`src/rtl/arm_pkg.sv`:
```
// Shared ARM definitions: condition codes, NZCV bit positions, flag merge helper.
package arm_pkg;

  typedef enum logic [3:0] {
    EQ = 4'b0000, NE = 4'b0001, CS = 4'b0010, CC = 4'b0011,
    MI = 4'b0100, PL = 4'b0101, VS = 4'b0110, VC = 4'b0111,
    HI = 4'b1000, LS = 4'b1001, GE = 4'b1010, LT = 4'b1011,
    GT = 4'b1100, LE = 4'b1101, AL = 4'b1110, NV = 4'b1111
  } cond_e;

  localparam int FLAG_N = 3;
  localparam int FLAG_Z = 2;
  localparam int FLAG_C = 1;
  localparam int FLAG_V = 0;

  // sel[1] picks N,Z from upd; sel[0] picks C,V from upd.
  function automatic logic [3:0] merge_flags(input logic [3:0] base,
                                             input logic [1:0] sel,
                                             input logic [3:0] upd);
    logic [3:0] r;
    r = base;
    if (sel[1]) begin
      r[FLAG_N] = upd[FLAG_N];
      r[FLAG_Z] = upd[FLAG_Z];
    end
    if (sel[0]) begin
      r[FLAG_C] = upd[FLAG_C];
      r[FLAG_V] = upd[FLAG_V];
    end
    return r;
  endfunction

endpackage

```
`src/rtl/cond_check.sv`:
```
// Combinational ARM condition evaluator: cond field + NZCV -> pass.
module cond_check
  import arm_pkg::*;
(
  input  logic [3:0] cond,
  input  logic [3:0] flags,
  output logic       pass
);

  logic n, z, c, v;

  assign n = flags[FLAG_N];
  assign z = flags[FLAG_Z];
  assign c = flags[FLAG_C];
  assign v = flags[FLAG_V];

  always_comb begin
    pass = 1'b0;
    case (cond_e'(cond))
      EQ: pass = z;
      NE: pass = ~z;
      CS: pass = c;
      CC: pass = ~c;
      MI: pass = n;
      PL: pass = ~n;
      VS: pass = v;
      VC: pass = ~v;
      HI: pass = c & ~z;
      LS: pass = ~c | z;
      GE: pass = (n == v);
      LT: pass = (n != v);
      GT: pass = ~z & (n == v);
      LE: pass = z | (n != v);
      AL: pass = 1'b1;
      // NV is executed unconditionally on this core
      NV: pass = 1'b1;
      default: pass = 1'b1;
    endcase
  end

endmodule

```
`src/rtl/cond_unit.sv`:
```
// Holds NZCV, gates decoder write/branch requests by condition, counts executed/squashed instructions.
// Optional COND_FLAG_BYPASS_EN merges uncommitted later-stage flags into condition evaluation.
module cond_unit
  import arm_pkg::*;
#(
  parameter int         CNT_W    = 32,
  parameter logic [3:0] FLAG_RST = 4'b0000
) (
  input  logic             CLK,
  input  logic             RESET_n,
  input  logic             InstrValid,
  input  logic             Stall,
  input  logic [3:0]       Cond,
  input  logic [3:0]       ALUFlags,
  input  logic [1:0]       FlagW,
  input  logic             PCS,
  input  logic             RegW,
  input  logic             MemW,
  input  logic             NoWrite,
`ifdef COND_FLAG_BYPASS_EN
  input  logic             FwdValid,
  input  logic [1:0]       FwdFlagW,
  input  logic [3:0]       FwdFlags,
`endif
  output logic             PCSrc,
  output logic             RegWrite,
  output logic             MemWrite,
  output logic             CondEx,
  output logic             C_Flag,
  output logic [3:0]       Flags,
  output logic [CNT_W-1:0] ExecCount,
  output logic [CNT_W-1:0] SquashCount
);

  logic [3:0]       flags_q;
  logic [3:0]       eval_flags;
  logic [CNT_W-1:0] exec_q;
  logic [CNT_W-1:0] squash_q;
  logic             pass;

`ifdef COND_FLAG_BYPASS_EN
  // Uncommitted flags from the later stage take precedence, per field
  assign eval_flags = merge_flags(flags_q, FwdValid ? FwdFlagW : 2'b00, FwdFlags);
`else
  assign eval_flags = flags_q;
`endif

  cond_check u_cond_check (
    .cond  (Cond),
    .flags (eval_flags),
    .pass  (pass)
  );

  assign CondEx   = pass & InstrValid;
  assign PCSrc    = PCS & CondEx;
  assign RegWrite = RegW & ~NoWrite & CondEx;
  assign MemWrite = MemW & CondEx;
  assign C_Flag   = eval_flags[FLAG_C];

  assign Flags       = flags_q;
  assign ExecCount   = exec_q;
  assign SquashCount = squash_q;

  always_ff @(posedge CLK) begin
    if (!RESET_n) begin
      flags_q  <= FLAG_RST;
      exec_q   <= '0;
      squash_q <= '0;
    end else if (!Stall) begin
      if (CondEx) begin
        flags_q <= merge_flags(flags_q, FlagW, ALUFlags);
      end
      if (InstrValid) begin
        if (CondEx) exec_q   <= exec_q + CNT_W'(1);
        else        squash_q <= squash_q + CNT_W'(1);
      end
    end
  end

endmodule

```
`config.mk`:
```
export PLATFORM = sky130hd
export DESIGN_NAME = cond_unit
export DESIGN_NICKNAME = d
export VERILOG_FILES = /design/src/rtl/arm_pkg.sv /design/src/rtl/cond_check.sv /design/src/rtl/cond_unit.sv
export SDC_FILE = /design/constraint.sdc
export NUM_CORES = 1
export LEC_CHECK = 0
export CELL_PAD_IN_SITES_DETAIL_PLACEMENT = 1
export CELL_PAD_IN_SITES_GLOBAL_PLACEMENT = 2
export CORE_ASPECT_RATIO = 0.5
export CORE_UTILIZATION = 29
export DETAILED_ROUTE_END_ITERATION = 10
export PLACE_DENSITY = 0.85
export SETUP_SLACK_MARGIN = 0.3
export SYNTH_ARGS = -nofsm -noshare
export SYNTH_HDL_FRONTEND = slang
export SYNTH_SLANG_ARGS = --single-unit
```
`constraint.sdc`:
```
create_clock -name CLK -period 2.9 [get_ports CLK]
set_clock_uncertainty 0.1 [all_clocks]
set_input_delay 0.29 -clock CLK [delete_from_list [all_inputs] [get_ports CLK]]
set_output_delay 0.29 -clock CLK [all_outputs]
set_load 0.01 [all_outputs]
```
; ---- After elaboration in Yosys (flattened, before gate mapping)
; Cells that the tools add are included.
[classes]
addsub = 2
n_eq_ne = 17
muxes = 1
bitwise_logic = 16
n_reduce_logical = 6
[op_table]
columns = op, count
row1 = $add A32 B1 Y32 const B, 2
row2 = $eq A4 B4 Y1 const B, 8
row3 = $eq A4 B3 Y1 const B, 4
row4 = $pmux W1 S15, 1
row5 = $reduce_and A3 Y1, 4
row6 = $eq A4 B2 Y1 const B, 2
row7 = $and A1 B1 Y1, 7
row8 = $not A1 Y1, 7
row9 = $eq A4 B1 Y1 const B, 1
row10 = $logic_not A4 Y1, 1
row11 = $or A1 B1 Y1, 2
row12 = $reduce_or A2 Y1, 1
row13 = $eq A1 B1 Y1, 1
row14 = $ne A1 B1 Y1, 1
[totals]
ff_bits = 68
wordCells = 46

; ---- Longest topological paths before layout
[depth]
ltp_word = 6
ltp_mapped = 10
ltp_nobuf = 6

; ---- By module
; From an unflattened synthesis, not the netlist that was laid out.
[unflattened]
hier_cells = 416
hier_area_um2 = 3512.1
[modules_own_cells]
columns = module, n_inst, cells_per_inst, area_each_um2, seq_area_each_um2
row1 = cond_unit, 1, 387, 3310.7, 1361.3
row2 = cond_check, 1, 29, 201.4, 0.0

; ---- Worst setup path before layout
; Ideal clock, no wire load.
[synth_timing]
path_kind = in2out
startpoint = input Cond[2]
endpoint = output RegWrite
t_arrival_ns = 2.136
t_required_ns = 2.510
slack_ns = 0.374
cell_stages = 7
path_buffers = 2
path_cell_list = clkbuf_1 mux2_2 a311o_1 o31a_1 clkbuf_1 and2_1 and3b_1
[synth_via]
elab_chain_len = 5
[synth_rtl]
columns = item, line_no
row1 = from (decl), cond_unit.sv:13  ; input logic [3:0] Cond,
row2 = $eq A4 B4 Y1, cond_check.sv:19  ; case (cond_e'(cond))
row3 = $reduce_or A2 Y1 (no line), n/a
row4 = $pmux W1 S15 (*), cond_check.sv:19
row5 = $and A1 B1 Y1 (*), cond_unit.sv:54  ; assign CondEx = pass & InstrValid;
row6 = named net CondEx, cond_unit.sv:28  ; output logic CondEx,
row7 = $and A1 B1 Y1 (*), cond_unit.sv:56  ; assign RegWrite = RegW & ~NoWrite & CondEx;
row8 = to (decl), cond_unit.sv:26  ; output logic RegWrite,
; The timed path passes the listed nets; every way through them passes the cells marked *.

; ---- Final worst setup path
[layout_timing]
startpoint = register flags_q[0] (netlist: Flags[0])
endpoint = output MemWrite
[layout_via]
elab_chain_len = 5
[layout_rtl]
columns = item, line_no
row1 = from (decl), cond_unit.sv:35  ; logic [3:0] flags_q;
row2 = from (signal assigned), cond_unit.sv:71  ; flags_q <= merge_flags(flags_q, FlagW, ALUFlags);
row3 = $ne A1 B1 Y1 / $eq A1 B1 Y1 (equally long branches), n/a
row4 = $or A1 B1 Y1 / $and A1 B1 Y1 (equally long branches), "cond_check.sv:33, cond_check.sv:32"
row5 = $pmux W1 S15 (*), cond_check.sv:19
row6 = $and A1 B1 Y1 (*), cond_unit.sv:54
row7 = $and A1 B1 Y1 (*), cond_unit.sv:57  ; assign MemWrite = MemW & CondEx;
row8 = to (decl), cond_unit.sv:27  ; output logic MemWrite,
; Mark *: on every way between the ends. The rest lies on a longest branch, timed or not.

==> results.sh <==
export IMPL_status="finished, final reports clean"
export IMPL_io_pins=91
export IMPL_cp_num_buf_inv=2
export IMPL_viasPerCell=5.501
export IMPL_syn_inst=458
export IMPL_slowest_delay_ns=0.37
export IMPL_syn_cell_area_um2=3750
export IMPL_die_w_um=162.8
export IMPL_slowest_stage="dfxtp_4"
export IMPL_core_area_um2=12190
export IMPL_power_leakage_nw=1.786
export IMPL_cts_clk_slew_worst_paths_ns=0.05
export IMPL_antenna_found_initial=0
export IMPL_grt_pass1_vias=3812
export IMPL_start_util_pct=30.76
export IMPL_syn_num_nets=478
export IMPL_post_dp_cell_area_um2=4940
export IMPL_vias=3950
export IMPL_drc=0
export IMPL_fmax_mhz=388.9
export IMPL_crit_arrival_ns=2.18
export IMPL_grt_usage_pct=17.45
export IMPL_tightest_slew_ns=0.7006
export IMPL_ys_types=47
export IMPL_nets=568
export IMPL_cp_end_kind="primary output"
export IMPL_design_area_um2=5360
export IMPL_routed_wl_um=11540
export IMPL_worstPathMaxFanout=5
export IMPL_grt_use_met2_pct=30.77
export IMPL_ant_nets=0
export IMPL_clockBufferDepth=2
export IMPL_synth_avg_cell_area_um2=8.187
export IMPL_yosysSeqAreaShare_pct=36.30
export IMPL_port_buffers=90
export IMPL_clk_latency_ns=0.33
export IMPL_busiest_layer="met2"
export IMPL_fin_ws_ns=0.3285
export IMPL_drt_first_pass_iters=4
export IMPL_hp_class="reg2reg"
export IMPL_h_tree_depth=3
export IMPL_hpwl_um=8267
export IMPL_hold_violations=0
export IMPL_grt_setup_unrepaired="true"
export IMPL_first_iter_violations=229
export IMPL_preCtsSetupSlack_ns=-0.2494
export IMPL_crit_path_start_kind="register"
export IMPL_netlist_area_leader_share_pct=36.30
export IMPL_met1_usage_pct=22.14
export IMPL_async_flop_share_pct=0
export IMPL_ys_flop_type="dfxtp_1"
export IMPL_power_density_nw_per_um2=448.0
export IMPL_synth_edff_count=0
export IMPL_finalSetupViolations=0
export IMPL_root_buffer="clkbuf_16"
export IMPL_syn2layout_area_growth_pct=42.94
export IMPL_cts_tree="done"
export IMPL_die_h_um=82.41
export IMPL_overflow=0
export IMPL_yosysTopAreaCell="dfxtp_1"
export IMPL_crit_required_ns=2.51
export IMPL_drive_gt1_share_pct=13.74
export IMPL_synth_seq_cells=68
export IMPL_routabilityCongestion=0.7727
export IMPL_path_delay_family="compound AO/OA/AOI/OAI gates"
export IMPL_path_class="reg2out"
export IMPL_yosysWarningCount=0
export IMPL_period_share_pct=88.67
export IMPL_synth_area_top_cells="dfxtp_1 (36%), o31ai_1 (7.2%), or4_1 (6.8%)"
export IMPL_cap_violations=0
export IMPL_fin_crit_ns=2.571
export IMPL_grt_pass1_wl_um=18690
export IMPL_maxSlewViolCount=0
export IMPL_grt_max_degree=50
export IMPL_antennaDiodeCount=0
export IMPL_die_area_um2=13420
export IMPL_cts_buffers=9
export IMPL_slew_headroom_pct=53.24
export IMPL_avgRoutedWirePerCell_um=16.07
export IMPL_cts_sinks=68
export IMPL_rows=28
export IMPL_use_met3_pct=3.546
export IMPL_path_cells="xor2_1 -> or3_1 -> a311o_1 -> o31a_1 -> buf_6 -> and3_1 -> buf_2"
export IMPL_ir_drop_v=0.0001895
export IMPL_ctsHoldBuffers=0
final cells by class:
cell class | count | area [um2]
Fill cell | 1408 | 6832
Clock buffer | 12 | 246.5
Inverter | 7 | 26.28
Timing Repair Buffer | 121 | 1167
Multi-Input combinational cell | 341 | 2272
Sequential cell | 68 | 1369
Clock inverter | 4 | 72.57
Tap cell | 165 | 206.4
path summary, 6_finish.rpt:
kind                                    start              to  slack [ns]  cells past startpoint
worst min-delay path            ExecCount[26]   ExecCount[26]        0.39                      2
worst max-delay path                 Flags[0]        MemWrite        0.33                      7
worst min register to register  ExecCount[26]   ExecCount[26]        0.39                      2
worst max register to register       Flags[0]  SquashCount[3]        0.37                      8
logic make-up after synthesis:
| family | after synthesis | synth area share (%) |
|---|---|---|
| buf+inv | 49 | 5.606 |
| mux | 15 | 4.037 |
| compound gates | 115 | 20.22 |
| xor+xnor | 3 | 0.7008 |
| simple gates | 206 | 32.47 |
| flops | 68 | 36.30 |
| fa+ha+maj | 2 | 0.6672 |
Yosys cell counts (10+ instances only):
library cell	instances
a21oi_1	46
and3_1	18
clkbuf_1	30
dfxtp_1	68
mux2i_1	14
nand2_1	41
nand2b_1	13
nand3_1	28
nand4_1	18
nor2_1	10
o31ai_1	36
or4_1	34
layer usage:
layer	wire, um	vias up
li1	-	1940
met1	5560	1952
met2	5560	52
met3	353	6
met4	61	0
met5	0	-
stage by stage:
step	hold slack, ns	power (mW)	TNS [ns]	util (%)	instances
finish	0.3871	2.401	0	43.97	718
global route	0.4211	2.494	0	43.97	718
CTS	0.3945	2.419	0	43.26	717
detailed placement	0.3805	1.222	-5.495	40.52	701
global placement	0.3703	1.217	-3.420	40.52	701
floorplan	0.3321	1.100	0	-	458
power breakdown:
part / total, mW / leakage, nW / switching [mW] / internal, mW
registers: 0.944 / 0.549 / 0.00652 / 0.937
logic: 0.271 / 1.08 / 0.156 / 0.115
clock network: 1.19 / 0.153 / 0.410 / 0.776
total: 2.40 / 1.79 / 0.573 / 1.83
worst min-delay path, delay by kind of cell, from the launching register on:
| family | cells | cell delay, ns |
|---|---|---|
| flip-flops | 1 | 0.33 |
| multiplexers | 1 | 0.05 |
| AND/OR/NAND/NOR | 1 | 0.06 |
flip-flops by register name (all words and copies together), names as in the netlist:
register and cells:
ExecCount 32, SquashCount 32, Flags 4
placed cells by master (no fill, tap or decap), drive strengths merged, types with 4 or more instances in the layout:
master         netlist  routed
clkdlybuf4s50        0      82
dfxtp               68      68
a21oi               46      46
nand2               41      41
o31ai               37      37
or4                 34      34
buf                 12      34
nand3               28      28
nand4               18      18
and3                18      18
mux2i               14      14
nand2b              13      13
clkbuf              30      12
nor2                10      10
or3                  7       7
and4                 7       7
o21ai                7       7
nor4                 7       7
inv                  7       7
and2                 6       6
o31a                 5       5
nand4b               5       5
o41ai                4       4
dlygate4sd2          0       4
repair_timing:
action                                  CTS  global route
endpoints found under the setup margin   36            37
pin swaps                                17             8
buffers inserted                          0             1
gates resized for setup                  27            21
(Power assumes the default switching activity.)
